[config.mk]
export PLATFORM = sky130hd
export DESIGN_NAME = ingress_pkt_buffer
export DESIGN_NICKNAME = d
export VERILOG_FILES = /design/src/rtl/ingress_pkt_buffer.sv
export SDC_FILE = /design/constraint.sdc
export NUM_CORES = 1
export LEC_CHECK = 0
export CAP_MARGIN = 10
export CORE_MARGIN = 4
export CORE_UTILIZATION = 50
export CTS_CLUSTER_DIAMETER = 200
export DETAILED_ROUTE_END_ITERATION = 7
export PLACE_DENSITY_LB_ADDON = 0.3
export SLEW_MARGIN = 10
export SYNTH_ARGS = -nofsm -noshare
export SYNTH_HDL_FRONTEND = slang
export SYNTH_SLANG_ARGS = --single-unit
[constraint.sdc]
create_clock -name clk -period 6.1 [get_ports clk]
set_input_delay 0.915 -clock clk [delete_from_list [all_inputs] [get_ports clk]]
set_output_delay 0.915 -clock clk [all_outputs]
set_load 0.02 [all_outputs]
[src/rtl/ingress_pkt_buffer.sv]
// Store-and-forward ingress packet buffer feeding one switch input port.
// Buffers whole sop/eop framed packets and releases only committed packets.
// Oversize packets and packets that arrive while the buffer is full are
// discarded and counted in dropCnt. Framing errors (orphan words, missing eop)
// are counted in errCnt.
// Ports:
//   clk, resetN                     clock, async active-low reset
//   inData/inValid/inSop/inEop      MAC-side ingress words
//   outData/outValid/outSop/outEop  registered word to the switch
//   stall                           switch back-pressure, holds the output word
//   dropCnt, errCnt                 saturating event counters
module ingress_pkt_buffer #(
    parameter int unsigned DATA_W = 32,
    parameter int unsigned DEPTH  = 16,
    parameter int unsigned CNT_W  = 8
) (
    input  logic              clk,
    input  logic              resetN,
    input  logic [DATA_W-1:0] inData,
    input  logic              inValid,
    input  logic              inSop,
    input  logic              inEop,
    output logic [DATA_W-1:0] outData,
    output logic              outSop,
    output logic              outEop,
    output logic              outValid,
    input  logic              stall,
    output logic [CNT_W-1:0]  dropCnt,
    output logic [CNT_W-1:0]  errCnt
);

    localparam int unsigned AW    = $clog2(DEPTH);
    localparam int unsigned PTR_W = AW + 1;

    typedef struct packed {
        logic              sop;
        logic              eop;
        logic [DATA_W-1:0] data;
    } entry_t;

    typedef enum logic [1:0] {IDLE, RECV, DROP} state_t;

    state_t           state, state_nxt;
    logic [PTR_W-1:0] wr_ptr, wr_ptr_nxt;
    logic [PTR_W-1:0] commit_ptr, commit_ptr_nxt;
    logic [PTR_W-1:0] rd_ptr;
    logic [PTR_W-1:0] base;
    logic [AW-1:0]    wr_addr;
    logic             wr_en;
    logic             drop_inc;
    logic             err_inc;
    logic             new_pkt;
    logic             base_full;
    logic             full;
    logic             rewound_full;
    logic             load;

    entry_t mem [DEPTH];

    // Full checks use pre-edge pointers; a same-edge read never makes room.
    assign full         = (wr_ptr - rd_ptr) == PTR_W'(DEPTH);
    assign rewound_full = (commit_ptr - rd_ptr) == PTR_W'(DEPTH);
    assign load         = (!outValid || !stall) && (rd_ptr != commit_ptr);

    // Write FSM state and pointer registers.
    always_ff @(posedge clk or negedge resetN) begin
        if (!resetN) begin
            state      <= IDLE;
            wr_ptr     <= '0;
            commit_ptr <= '0;
        end else begin
            state      <= state_nxt;
            wr_ptr     <= wr_ptr_nxt;
            commit_ptr <= commit_ptr_nxt;
        end
    end

    // Write FSM next state, pointer updates and counter events.
    always_comb begin
        state_nxt      = state;
        wr_ptr_nxt     = wr_ptr;
        commit_ptr_nxt = commit_ptr;
        wr_en          = 1'b0;
        wr_addr        = wr_ptr[AW-1:0];
        drop_inc       = 1'b0;
        err_inc        = 1'b0;
        new_pkt        = 1'b0;
        base           = wr_ptr;
        base_full      = full;

        if (inValid) begin
            unique case (state)
                IDLE: begin
                    if (inSop) new_pkt = 1'b1;
                    else       err_inc = 1'b1;
                end
                RECV: begin
                    if (inSop) begin
                        // Missing eop: discard the open packet, then restart.
                        err_inc    = 1'b1;
                        wr_ptr_nxt = commit_ptr;
                        base       = commit_ptr;
                        base_full  = rewound_full;
                        new_pkt    = 1'b1;
                    end else if (!full) begin
                        wr_en      = 1'b1;
                        wr_ptr_nxt = wr_ptr + PTR_W'(1);
                        if (inEop) begin
                            commit_ptr_nxt = wr_ptr + PTR_W'(1);
                            state_nxt      = IDLE;
                        end
                    end else begin
                        wr_ptr_nxt = commit_ptr;
                        drop_inc   = 1'b1;
                        state_nxt  = inEop ? IDLE : DROP;
                    end
                end
                DROP: begin
                    if (inSop)      new_pkt   = 1'b1;
                    else if (inEop) state_nxt = IDLE;
                end
                default: state_nxt = IDLE;
            endcase

            if (new_pkt) begin
                if (!base_full) begin
                    wr_en      = 1'b1;
                    wr_addr    = base[AW-1:0];
                    wr_ptr_nxt = base + PTR_W'(1);
                    if (inEop) begin
                        commit_ptr_nxt = base + PTR_W'(1);
                        state_nxt      = IDLE;
                    end else begin
                        state_nxt      = RECV;
                    end
                end else begin
                    drop_inc  = 1'b1;
                    state_nxt = inEop ? IDLE : DROP;
                end
            end
        end
    end

    // Packet storage; contents are don't-care until committed.
    always_ff @(posedge clk) begin
        if (wr_en) mem[wr_addr] <= '{sop: inSop, eop: inEop, data: inData};
    end

    // Output register: loads committed words, holds everything under stall.
    always_ff @(posedge clk or negedge resetN) begin
        if (!resetN) begin
            rd_ptr   <= '0;
            outValid <= 1'b0;
            outSop   <= 1'b0;
            outEop   <= 1'b0;
            outData  <= '0;
        end else if (load) begin
            rd_ptr   <= rd_ptr + PTR_W'(1);
            outValid <= 1'b1;
            outSop   <= mem[rd_ptr[AW-1:0]].sop;
            outEop   <= mem[rd_ptr[AW-1:0]].eop;
            outData  <= mem[rd_ptr[AW-1:0]].data;
        end else if (!stall) begin
            outValid <= 1'b0;
        end
    end

    // Saturating event counters.
    always_ff @(posedge clk or negedge resetN) begin
        if (!resetN) begin
            dropCnt <= '0;
            errCnt  <= '0;
        end else begin
            if (drop_inc && (dropCnt != '1)) dropCnt <= dropCnt + CNT_W'(1);
            if (err_inc && (errCnt != '1))   errCnt  <= errCnt + CNT_W'(1);
        end
    end

endmodule

==> out/results.txt <==
Sequential elements use 74.6% of the synthesized area. The detail-routed via count per cell works out to 6.03. Between clock sinks in the finished design, the worst skew comes to 16.4 ps.

The die covers 52000 um2. The startpoint identified for the worst register-to-register timing path is rd_ptr[2]. After synthesis the cells add up to 24200 um2. The cell sitting at the root of the clock tree is a sky130_fd_sc_hd__clkbuf_16. Across all setup checks in the final design, the least slack found is 1860 ps. For the area of the placeable core, the log shows 47700 um2.

The number of antenna repair diodes is 0. The transition time at the pin with the least slew margin works out to 992 ps. The worst setup slack after placement came out at 1340 ps.

The tools report the count of buffers added by post-CTS timing repair for setup as 0. The worst register-to-register path ends at mem[11][2]. Averaged over all synthesized cells, the footprint is 21.9 um2. Headroom to the max-slew limit came out at 33.9%. Total length of routed wires: 47500 um.

The maximum clock frequency is 236 MHz. The data required time of the worst path came out at 6330 ps. Sorting the synthesized cells by how often they occur yields 544 x sky130_fd_sc_hd__edfxtp_1, 170 x sky130_fd_sc_hd__mux4_2, 68 x sky130_fd_sc_hd__dfrtp_1. The worst-case IR drop observed on VDD is 0.427 mV. In this run the deepest clock path goes through 3 buffers.

Once placement finished, the instance area stood at 25900 um2. The starting DRC count in detailed routing came out at 1013. The setup path with the least slack is of type primary input to flop.

The clock net in this run drives a total of 612 sinks. The time the final worst path needs with I/O delays and setup was 4240 ps; the share of the synthesized area in compound gates (AO/OA/AOI/OAI) was 2.04%. The fraction of registers with async set or reset after synthesis works out to 11.1%.

Of all cell types, the one taking the most synthesized area is sky130_fd_sc_hd__edfxtp_1. For the summed negative setup slack over all endpoints, the log shows 0 ps. STA classifies the critical path endpoint as a flop. The tools report the minimum setup slack among reg-to-reg paths as 2080 ps. The tools report the insertion delay to the later sink of the worst-skew pair as 600 ps. The critical path endpoint is mem[11][2]. Yosys attributes the largest share of cell area to sky130_fd_sc_hd__edfxtp_1 68%, sky130_fd_sc_hd__mux4_2 16%, sky130_fd_sc_hd__dfrtp_1 7.0%, sky130_fd_sc_hd__mux2_2 1.6%, sky130_fd_sc_hd__ha_1 0.88%.

Before antenna repair, the detailed router went through 5 iterations. Top flip-flop cell by instance count after synthesis: sky130_fd_sc_hd__edfxtp_1. The run gives 18.6% as the total global routing track utilization.

The H-tree was split into 2 levels. Count of endpoints failing setup in the final report: 0. Summed over all cells, the static leakage comes to 9.03 nW. The number of standard-cell rows in the floorplan was 80; the TritonCTS buffer count was 59. The slowest stage of the critical path belongs to the cell sky130_fd_sc_hd__clkdlybuf4s50_1.

In this run the tool buffered the top-level ports with 88 buffer cells. After synthesis, the share of cell area in mux cells is 17.9%. The run finished with clean final reports.

After Yosys synthesis, full adders, half adders and majority gates account for 0.879% of the synthesized area. In this run the worst hold path is classified as primary input to async pin. The most frequent cell after synthesis was sky130_fd_sc_hd__edfxtp_1. Max-cap violations in this run came to 0. Summed area of non-filler cells in the final layout: 27800 um2. The tools report the start point of the critical path as inSop. For the count of final hold-check violations, the log shows 0. After detailed routing, the number of remaining DRC violations is 0.

Counting flops and latches in the post-synthesis netlist gives 612. TritonCTS built the clock tree. The horizontal extent of the die came out at 228 um.

Detailed placement ended at an HPWL of 27400 um. Data on the critical path arrives at its endpoint at 4470 ps. On the worst path, the slowest cell contributes a delay of 1050 ps.

Along the worst path, the maximum fanout reaches 34. The final count of pins violating max slew came out at 0. The tools report the startpoint type of the worst setup path as a primary input. Entering global routing, the biggest net connects 112 pins. The Yosys step of the flow raised 0 warnings. 89 I/O pins were placed.

Dividing the detail-routed wire length by the instance count gives 25.1 um. The die height was 228 um. After clock tree synthesis, the repair step resized 0 gates.

Traced cell by cell, the critical path runs through clkdlybuf4s50_1 -> nor2b_1 -> o21ai_0 -> a221oi_1 -> nand3_1 -> nor3_2 -> buf_4. The global-route wire length before repair was 74400 um; the share of the synthesized area in the top cell type was 67.5%. The number of cell instances on the worst register-to-register path was 10; the final net count was 1287. The layout overhead on the synthesized area is 14.9%. The overall overflow remaining after global route came out at 0. The total power of the final layout came out at 12.6 mW. The simple-gate share of the synthesized area is 2.12%. In this run, post-CTS hold repair placed 0 buffers. Setup repair after global routing left no endpoint under its margin.

The routed layout has 11424 vias. After Yosys synthesis, XOR and XNOR cells account for 1.14% of the synthesized area. Synthesis produced 1104 cells.

The via count of the first global-routing pass is 11910. The clock edge transition at the registers on the reported setup and hold paths is 60 ps. The post-route netlist has 27.6% of its cells at a drive strength greater than 1.

Once the floorplan was initialized, standard cells occupied 50.7% of the core. The run gives 0 as the initial antenna violation count. The run gives 0.857 as the final weighted congestion of routability-driven global placement.

The tools report the number of nets in the synthesized netlist as 1159. In this run, synthesis inferred 544 flip-flops with an integrated enable. The combinational family with the most area after synthesis is multiplexers. Dividing total power by cell area gives a power density of 452 nW/um2. The number of antenna-violating nets in the routed design is 0, and the share of the clock period used by the worst path after layout is 69.6%. After synthesis, the netlist uses 64 different library cells.
==> report_power, final <==
group / switching (mW) / internal (mW) / leakage [nW]
clock network: 1.50 / 2.08 / 0.942
registers: 0.322 / 4.99 / 5.72
logic: 1.78 / 1.88 / 2.37
total: 3.61 / 8.95 / 9.03
==> layout make-up <==
class | instances | area [um2]
multi-input cells | 428 | 5910
inverters | 13 | 48.8
fillers | 3357 | 19900
clock inverters | 40 | 377
repair buffers | 118 | 1120
clock buffers | 70 | 1530
well taps | 615 | 769
flip-flops and latches | 612 | 18000
==> critical path: cells and delay by family <==
| kind | cells | cell delay, ps |
|---|---|---|
| buffers and inverters | 2 | 1560 |
| AND/OR/NAND/NOR | 3 | 1290 |
| AO/OA/AOI/OAI | 2 | 650 |
==> layer usage <==
layer  global-route usage, %  part of all wire, %  up-vias
li1                        -                    -     4902
met1                    27.2                   43     6064
met2                    29.7                   49      380
met3                    2.74                  5.4       78
met4                    5.45                  2.3        0
met5                       0                    0        -
==> state kept, by name, summed over array words and instances, names as in the netlist <==
name / cells
commit_ptr: 5
dropCnt: 8
errCnt: 8
mem: 544
outData: 32
outEop: 1
outSop: 1
outValid: 1
rd_ptr: 5
state: 2
wr_ptr: 5
==> worst min-delay path by stage <==
stage	from	depth (start not counted)	to	slack [ps]
after global placement	dropCnt[6]	1	dropCnt[6]	480
after floorplan	rd_ptr[3]	1	rd_ptr[3]	490
after CTS	resetN	1	outData[11]	230
after global routing	resetN	1	outData[11]	240
after detailed placement	errCnt[6]	1	errCnt[6]	490
final	resetN	1	outData[11]	230
==> kinds of logic (layout without fill, tap and decap cells) <==
family,count (synthesis),in the layout
simple gates,101,101
compound gates,65,65
xor+xnor,30,30
mux,215,215
fa+ha+maj,17,17
flops,612,612
buf+inv,64,241
==> layout by cell type, fill, tap and decap left out, types with 3 or more instances in the layout <==
cell type	instances
sky130_fd_sc_hd__o211ai_1	4
sky130_fd_sc_hd__and2_1	7
sky130_fd_sc_hd__clkbuf_1	10
sky130_fd_sc_hd__o21ai_0	9
sky130_fd_sc_hd__a211oi_1	4
sky130_fd_sc_hd__xor2_1	7
sky130_fd_sc_hd__clkdlybuf4s50_1	87
sky130_fd_sc_hd__mux4_2	170
sky130_fd_sc_hd__nor2_1	15
sky130_fd_sc_hd__nand3_1	16
sky130_fd_sc_hd__nand4_1	5
sky130_fd_sc_hd__edfxtp_1	544
sky130_fd_sc_hd__o2111ai_1	4
sky130_fd_sc_hd__inv_1	12
sky130_fd_sc_hd__a31oi_1	6
sky130_fd_sc_hd__mux2_2	35
sky130_fd_sc_hd__buf_4	30
sky130_fd_sc_hd__nand2_1	21
sky130_fd_sc_hd__nor2b_1	4
sky130_fd_sc_hd__dfrtp_1	65
sky130_fd_sc_hd__clkinv_2	15
sky130_fd_sc_hd__xnor2_1	22
sky130_fd_sc_hd__clkinv_1	13
sky130_fd_sc_hd__clkbuf_16	59
sky130_fd_sc_hd__inv_6	3
sky130_fd_sc_hd__bufinv_16	7
sky130_fd_sc_hd__a21oi_1	6
sky130_fd_sc_hd__mux2i_1	9
sky130_fd_sc_hd__ha_1	17
sky130_fd_sc_hd__and3_1	8
sky130_fd_sc_hd__nor3_2	16
==> per-stage QoR <==
stage	utilization (%)	hold slack, ps	std cells
after floorplan	-	486	1104
after global placement	54.2	479	1786
after detailed placement	54.2	487	1786
after CTS	58.2	226	1896
after global routing	58.2	240	1896
final	58.2	229	1896
No activity file was read; power rests on OpenSTA's default activity.
